==> src/rtl/rr_sel_pkg.sv <==
// rtl/rr_sel_pkg.sv - shared constants, state encoding and helpers for rr_sel_gen4
package rr_sel_pkg;

  localparam int NREQ_C    = 4;
  localparam int SEL_W_C   = 2;
  localparam int BURST_W_C = 4;

  typedef enum logic {
    IDLE  = 1'b0,
    GRANT = 1'b1
  } state_e;

  function automatic logic [NREQ_C-1:0] onehot(input logic [SEL_W_C-1:0] idx);
    return NREQ_C'(1) << idx;
  endfunction

endpackage

==> src/rtl/rr_pick4.sv <==
// rtl/rr_pick4.sv - combinational 4-way round-robin pick starting at ptr, skipping excluded inputs
module rr_pick4
  import rr_sel_pkg::*;
(
  input  logic [NREQ_C-1:0]  i_req,
  input  logic [SEL_W_C-1:0] i_ptr,
  input  logic [NREQ_C-1:0]  i_excl,
  output logic               o_any,
  output logic [SEL_W_C-1:0] o_idx
);

  logic [NREQ_C-1:0]  w_masked;
  logic [SEL_W_C-1:0] w_cand;

  assign w_masked = i_req & ~i_excl;

  // Walk from the farthest offset back to ptr so the nearest set bit wins.
  always_comb begin
    o_any  = 1'b0;
    o_idx  = i_ptr;
    w_cand = i_ptr;
    for (int k = NREQ_C - 1; k >= 0; k--) begin
      w_cand = i_ptr + SEL_W_C'(k);
      if (w_masked[w_cand]) begin
        o_any = 1'b1;
        o_idx = w_cand;
      end
    end
  end

endmodule

==> src/rtl/rr_sel_gen4.sv <==
// rtl/rr_sel_gen4.sv - round-robin select generator with burst limit for a 4:1 mux
// Optional per-requester accept counters on o_grant_cnt when RR_SEL_GEN4_STATS_EN is defined.
module rr_sel_gen4
  import rr_sel_pkg::*;
#(
  parameter int MAX_BURST = 4
) (
  input  logic               i_clk,
  input  logic               i_rst_n,
  input  logic [NREQ_C-1:0]  i_req,
  input  logic               i_ready,
  output logic [SEL_W_C-1:0] o_s,
  output logic [NREQ_C-1:0]  o_grant,
`ifdef RR_SEL_GEN4_STATS_EN
  output logic [8*NREQ_C-1:0] o_grant_cnt,
`endif
  output logic               o_valid
);

  localparam logic [BURST_W_C:0] MAX_BURST_L = (BURST_W_C+1)'(MAX_BURST);

  state_e               r_state, w_state_nxt;
  logic [SEL_W_C-1:0]   r_s, w_s_nxt;
  logic [SEL_W_C-1:0]   r_ptr, w_ptr_nxt;
  logic [NREQ_C-1:0]    r_grant, w_grant_nxt;
  logic                 r_valid, w_valid_nxt;
  logic [BURST_W_C-1:0] r_burst, w_burst_nxt;

  logic                 w_accept;
  logic [BURST_W_C:0]   w_burst_inc;
  logic [SEL_W_C-1:0]   w_pick_ptr, w_pick_idx;
  logic [NREQ_C-1:0]    w_pick_excl;
  logic                 w_pick_any;

  assign w_accept    = r_valid & i_ready;
  assign w_burst_inc = {1'b0, r_burst} + 1'b1;

  // One picker serves both cases: fresh search from ptr in IDLE, or
  // "anyone but the current grantee, starting after it" on accept.
  assign w_pick_ptr  = (r_state == GRANT) ? r_s + 1'b1 : r_ptr;
  assign w_pick_excl = (r_state == GRANT) ? onehot(r_s) : '0;

  rr_pick4 u_pick (
    .i_req  (i_req),
    .i_ptr  (w_pick_ptr),
    .i_excl (w_pick_excl),
    .o_any  (w_pick_any),
    .o_idx  (w_pick_idx)
  );

  always_comb begin
    w_state_nxt = r_state;
    w_s_nxt     = r_s;
    w_grant_nxt = r_grant;
    w_valid_nxt = r_valid;
    w_burst_nxt = r_burst;
    w_ptr_nxt   = r_ptr;
    case (r_state)
      IDLE: begin
        if (w_pick_any) begin
          w_s_nxt     = w_pick_idx;
          w_grant_nxt = onehot(w_pick_idx);
          w_valid_nxt = 1'b1;
          w_burst_nxt = '0;
          w_state_nxt = GRANT;
        end
      end
      GRANT: begin
        if (w_accept) begin
          if (i_req[r_s] && (w_burst_inc < MAX_BURST_L)) begin
            w_burst_nxt = w_burst_inc[BURST_W_C-1:0];
            w_ptr_nxt   = r_s + 1'b1;
          end else if (w_pick_any) begin
            w_s_nxt     = w_pick_idx;
            w_grant_nxt = onehot(w_pick_idx);
            w_burst_nxt = '0;
            w_ptr_nxt   = w_pick_idx + 1'b1;
          end else if (i_req[r_s]) begin
            // Sole requester: restart the burst instead of starving it.
            w_burst_nxt = '0;
            w_ptr_nxt   = r_s + 1'b1;
          end else begin
            w_valid_nxt = 1'b0;
            w_grant_nxt = '0;
            w_ptr_nxt   = r_s + 1'b1;
            w_state_nxt = IDLE;
          end
        end
      end
      default: w_state_nxt = IDLE;
    endcase
  end

  always_ff @(posedge i_clk or negedge i_rst_n) begin
    if (!i_rst_n) begin
      r_state <= IDLE;
      r_s     <= '0;
      r_ptr   <= '0;
      r_grant <= '0;
      r_valid <= 1'b0;
      r_burst <= '0;
    end else begin
      r_state <= w_state_nxt;
      r_s     <= w_s_nxt;
      r_ptr   <= w_ptr_nxt;
      r_grant <= w_grant_nxt;
      r_valid <= w_valid_nxt;
      r_burst <= w_burst_nxt;
    end
  end

  assign o_s     = r_s;
  assign o_grant = r_grant;
  assign o_valid = r_valid;

`ifdef RR_SEL_GEN4_STATS_EN
  logic [7:0] r_gcnt [NREQ_C];

  always_ff @(posedge i_clk or negedge i_rst_n) begin
    if (!i_rst_n) begin
      for (int k = 0; k < NREQ_C; k++) r_gcnt[k] <= '0;
    end else if (w_accept && (r_gcnt[r_s] != 8'hFF)) begin
      r_gcnt[r_s] <= r_gcnt[r_s] + 8'd1;
    end
  end

  for (genvar g = 0; g < NREQ_C; g++) begin : g_cnt
    assign o_grant_cnt[8*g +: 8] = r_gcnt[g];
  end
`endif

endmodule

==> config.mk <==
export PLATFORM = sky130hd
export DESIGN_NAME = rr_sel_gen4
export DESIGN_NICKNAME = d
export VERILOG_FILES = /design/src/rtl/rr_sel_pkg.sv /design/src/rtl/rr_pick4.sv /design/src/rtl/rr_sel_gen4.sv
export SDC_FILE = /design/constraint.sdc
export NUM_CORES = 1
export LEC_CHECK = 0
export CORE_ASPECT_RATIO = 1.5
export CORE_UTILIZATION = 40
export CTS_BUF_LIST = sky130_fd_sc_hd__clkbuf_16
export CTS_CLUSTER_SIZE = 30
export DETAILED_ROUTE_END_ITERATION = 8
export HOLD_SLACK_MARGIN = 0.15
export PLACE_DENSITY = 0.66
export SYNTH_ARGS = -nofsm -noshare
export SYNTH_HDL_FRONTEND = slang
export SYNTH_SLANG_ARGS = --single-unit
==> constraint.sdc <==
create_clock -name i_clk -period 3.42 [get_ports i_clk]
set_input_delay 0.513 -clock i_clk [delete_from_list [all_inputs] [get_ports i_clk]]
set_output_delay 0.513 -clock i_clk [all_outputs]
set_load 0.005 [all_outputs]
# After elaboration in Yosys (flattened, before gate mapping)
# Cells that the tools add are included.
# W data, S select, Z words.
[op_classes] add_sub_neg=6 n_eq_ne=7 n_lt_le_gt_ge=6 n_mux=50 shifts=2 reduce_logical=6 bitwise=4
[ops] operator="$mux W4" count=11
[ops] operator="$mux W2" count=10
[ops] operator="$mux W1" count=19
[ops] operator="$pmux W4 S2" count=2
[ops] operator="$lt A2 B3 Y1 const B" count=5
[ops] operator="$bmux W1 S2" count=5
[ops] operator="$shl A1 B2 Y4 const A" count=2
[ops] operator="$add A2 B1 Y2 const B" count=3
[ops] operator="$ne A2 B2 Y1 const B" count=3
[ops] operator="$add A4 B1 Y5 const B" count=1
[ops] operator="$lt A5 B3 Y1 const B" count=1
[ops] operator="$reduce_and A5 Y1" count=1
[ops] operator="$add A2 B2 Y2 const B" count=2
[ops] operator="$and A4 B4 Y4" count=1
[ops] operator="$ne A2 B1 Y1 const B" count=2
[ops] operator="$ne A4 B1 Y1 const B" count=1
[ops] operator="$not A4 Y4" count=1
[ops] operator="$pmux W1 S2" count=2
[ops] operator="$pmux W2 S2" count=1
[ops] operator="$reduce_and A2 Y1" count=2
[ops] operator="$reduce_and A4 Y1" count=1
[ops] operator="$ne A3 B2 Y1 const B" count=1
[ops] operator="$reduce_and A3 Y1" count=1
[ops] operator="$and A1 B1 Y1" count=1
[ops] operator="other kinds (2)" count=2
[word_totals] ff_bits=14 output_inout_bits=7 input_bits=7 word_cells=87

# Depth between registers and ports, before layout
[depth] depth_word=15 mapped_depth=11 ltp_nobuf=11

# Hierarchy
# From an unflattened synthesis, not the netlist that was laid out.
[hier_totals] cells_unflattened=107 area_unflattened_um2=996.0
[by_module_without_submodules] mod="rr_sel_gen4" n_inst=1 area_each_um2=859.6 cells_per_inst=86 seq_area_each_um2=350.3
[by_module_without_submodules] mod="rr_pick4" n_inst=1 area_each_um2=136.4 cells_per_inst=21 seq_area_each_um2=0.0

# Worst setup path after synthesis
# Ideal clock, no wire load.
[synth_path] kind="reg-to-reg" start="register r_s[0], in the netlist o_s[0]" end="register r_ptr[1]" t_arrival_ns=2.155 synth_period_minus_slack_ns=2.283 path_stages_with_launch=11 path_buffers=0 setup_slack_ns=1.137 setup_time_ns=0.129 required_time_ns=3.291 path_cell_list="dfrtp_1 -> inv_1 -> ha_1 -> mux2i_1 -> a41oi_1 -> a32oi_1 -> inv_1 -> ha_1 -> inv_1 -> mux2i_1 -> o21ai_1"
[synth_via] elab_chain_len=13 word_cells_on_any_way=31 cone_classes="5 x add/sub; 1 x shift; 22 x mux; 2 x bitwise; 1 x reduce/logical"
[synth_rtl] element="start, declared" line="rr_sel_gen4.sv:23" source="logic [SEL_W_C-1:0] r_s, w_s_nxt;"
[synth_rtl] element="start signal, assigned" line="rr_sel_gen4.sv:104" source="r_s <= w_s_nxt;"
[synth_rtl] element="parallel branches: the longest is 9 deep, another holds $add A2 B1 Y2"
[synth_rtl] element="$mux W2 (*)" line="rr_pick4.sv:24" source="if (w_masked[w_cand]) begin"
[synth_rtl] element="net u_pick.o_idx[1]" line="rr_pick4.sv:9" source="output logic [SEL_W_C-1:0] o_idx"
[synth_rtl] element="$add A2 B1 Y2 (*)" line="rr_sel_gen4.sv:77" source="w_ptr_nxt = w_pick_idx + 1'b1;"
[synth_rtl] element="$mux W2 (*)" line="rr_sel_gen4.sv:73" source="end else if (w_pick_any) begin"
[synth_rtl] element="$mux W2 (*)" line="rr_sel_gen4.sv:70" source="if (i_req[r_s] && (w_burst_inc < MAX_BURST_L)) begin"
[synth_rtl] element="end signal, assigned" line="rr_sel_gen4.sv:105" source="r_ptr <= w_ptr_nxt;"
[synth_rtl] element="end, declared" line="rr_sel_gen4.sv:24" source="logic [SEL_W_C-1:0] r_ptr, w_ptr_nxt;"
# Mark *: on every way through the listed nets, which the timed path passes. The select of a mux whose other input is x is not followed.
# A chain may end at the register's enable or synchronous reset.

# Final worst setup path
# Same ends and word-level chain as after synthesis.

==> qor.csv <==
metric,value,unit
yosys_register_bits,14,
avgRoutedWirePerCell,14.0,um
wirelength,1900,um
cts_setup_buffers,0,
synthFlopType,dfrtp_1,
synth.top_cell.area_share,0.352,
crit_path_end_kind,flop,
synth_nets,113,
hold_viol,0,
cts_tree,built,
vias,770,
grt_overflow,0,
grt_pass1_vias,724,
cts_buffers,3,
start_util,0.435,
drc,0,
grt_max_degree,17,
synth_top_cell_by_area,dfrtp_1,
total_leakage_power,0.556,nW
cpMostUsedCell,inv_1,
antenna_found_initial,0,
fin_crit,2.62,ns
slew_violations,0,
arrival,2.73,ns
cpMaxStageDelayCell,dfrtp_1,
track_usage,0.163,
die-width,42.7,um
coreArea,0.00229,mm^2
crit_buf_inv,3,
fin_area,0.00122,mm^2
final_common_cell,dfrtp_1,
routabilityCongestion,0.803,
cp_data_required_time,3.53,ns
worstSetupPathType,reg -> reg,
run_status,"finished, final reports clean",
place_hpwl,1480,um
grt_pass1_wl,3390,um
io_pins,14,
startpoint,o_s[0],
worstSetupEndpoint,r_ptr[1],
die_area,0.00269,mm^2
placed_cell_area,0.00114,mm^2
path_cells,inv_1 > ha_1 > mux2i_1 > a41oi_1 > a32oi_1 > inv_1 > ha_1 > inv_1 > mux2i_1 > o21ai_1,
start_kind,flop,
cts-resized-gates,0,
r2r_start,o_s[0],
layout_common_cells,"dfrtp_1 (14), clkdlybuf4s50_1 (13), inv_1 (9), ha_1 (9)",
setup_viol,0,
ff2ff_path_depth,10,
reg2reg_to,r_ptr[1],
first_iter_violations,24,
setup_tns,0,ns
syn_inst,97,
seq_area,350,um^2
drive_gt1_frac,0.116,
power.density,928,mW/mm^2
cts_hold_buffers,0,
synth_cell_type_count,36,
detail-route-antenna-nets,0,
yosysSeqAreaShare,0.352,
cts.sinks,14,
nFillCells,203,
cp_max_fo,10,
fin_worst_skew,0.00237,ns
regToRegSetupSlack,0.80,ns
ir_worst_vdd,0.000395,V
vias_per_cell,5.70,
synth.area.top_cells,"dfrtp_1 (35%), ha_1 (11%), a22o_1 (3.5%), inv_1 (3.4%), mux2i_1 (3.0%)",
multi_input_area,601,um^2
root_buffer,clkbuf_16,
clk_pin_slew,0.05,ns
die_y,63.1,um
maxCapViolCount,0,
slew-limit-headroom,0.588,
crit_family,compound AO/OA/AOI/OAI gates,
firstDrtPassIters,4,
num-nets-final,129,
timing.fmax,0.382,GHz
syn_area_per_cell,10.3,um^2
fin_cells,135,
rsz0062_at_grt,false,
synth_edf_count,0,
rows,21,
design_power_total,1.13,mW
critPathMaxStageDelay,0.50,ns
area_growth,22.9,%
async_reset_ff_frac,1.00,
path_depth,10,
portBuffers,13,
antennaDiodeCount,0,
period_share,0.765,
htreeDepth,1,
syn_area,995,um^2
clock_latency,0.24,ns
cts_buffer_depth,2,
tightest_slew,0.615,ns
placedCellCount,131,
ys_warn_count,0,
hold_path.class,reg -> reg,
## cell families (layout without fill, tap and decap cells)
family                   count (synthesis)  in the layout  share of synthesized area
flip-flops                              14             14                      0.352
AO/OA/AOI/OAI                           29             29                      0.244
adder cells (fa/ha/maj)                  9              9                      0.113
buffers and inverters                   11             26                     0.0440
multiplexers                             6              6                     0.0755
AND/OR/NAND/NOR                         28             28                      0.171
## report_power, final
part | internal [mW] | total, mW | switching, mW | leakage, nW
sequential | 0.222 | 0.286 | 0.0640 | 0.176
combinational | 0.307 | 0.632 | 0.325 | 0.342
clock | 0.154 | 0.217 | 0.0630 | 0.0385
## how the worst min path moves through the flow
stage,startpoint,endpoint,slack (ns),cells after the start
detailed placement,r_ptr[1],r_ptr[1],0.48,2
floorplan,i_rst_n,o_grant[0],0.22,0
CTS,r_burst[0],r_burst[0],0.50,1
finish,r_burst[0],r_burst[0],0.49,1
global route,r_burst[0],r_burst[0],0.51,1
global placement,r_ptr[1],r_ptr[1],0.48,2
## routing by layer
layer	vias to the layer above	GRT usage	routed length [um]
li1	384	-	-
met1	365	0.201	808
met2	16	0.267	983
met3	5	0.0172	53
met4	0	0.0938	50
met5	-	0	0
## Yosys cell counts, types with 2 or more instances
cell type  instances
nor2b_1            2
nand3_1            3
ha_1               9
a21oi_1            3
dfrtp_1           14
buf_2              2
a32oi_1            2
a22o_1             4
nor2_1             7
a21bo_2            2
o221a_2            2
mux2i_1            3
mux2_1             2
a21boi_0           2
inv_1              9
o21ai_0            2
and3b_1            2
o21ai_1            2
nand2b_1           2
nand2_1            7
## area by class of cell
class,count,share of cell area
Timing Repair Buffer,13,0.106
Clock inverter,1,0.00307
Multi-Input combinational cell,72,0.491
Sequential cell,14,0.287
Clock buffer,3,0.0614
Inverter,9,0.0276
Tap cell,23,0.0235
## registers in the layout (all words and copies together), names as in the netlist
name and flops:
r_ptr 2, o_s 2, r_burst 4, r_state 1, o_valid 1, o_grant 4
## stage by stage
step / setup slack [ns] / utilization / hold WS, ns
after detailed placement: 0.837 / 0.500 / 0.483
final: 0.802 / 0.535 / 0.493
after floorplan: 1.14 / - / 0.217
after global routing: 0.603 / 0.535 / 0.515
after global placement: 0.884 / 0.500 / 0.482
after CTS: 0.799 / 0.535 / 0.502
No activity file was read; power rests on OpenSTA's default activity.
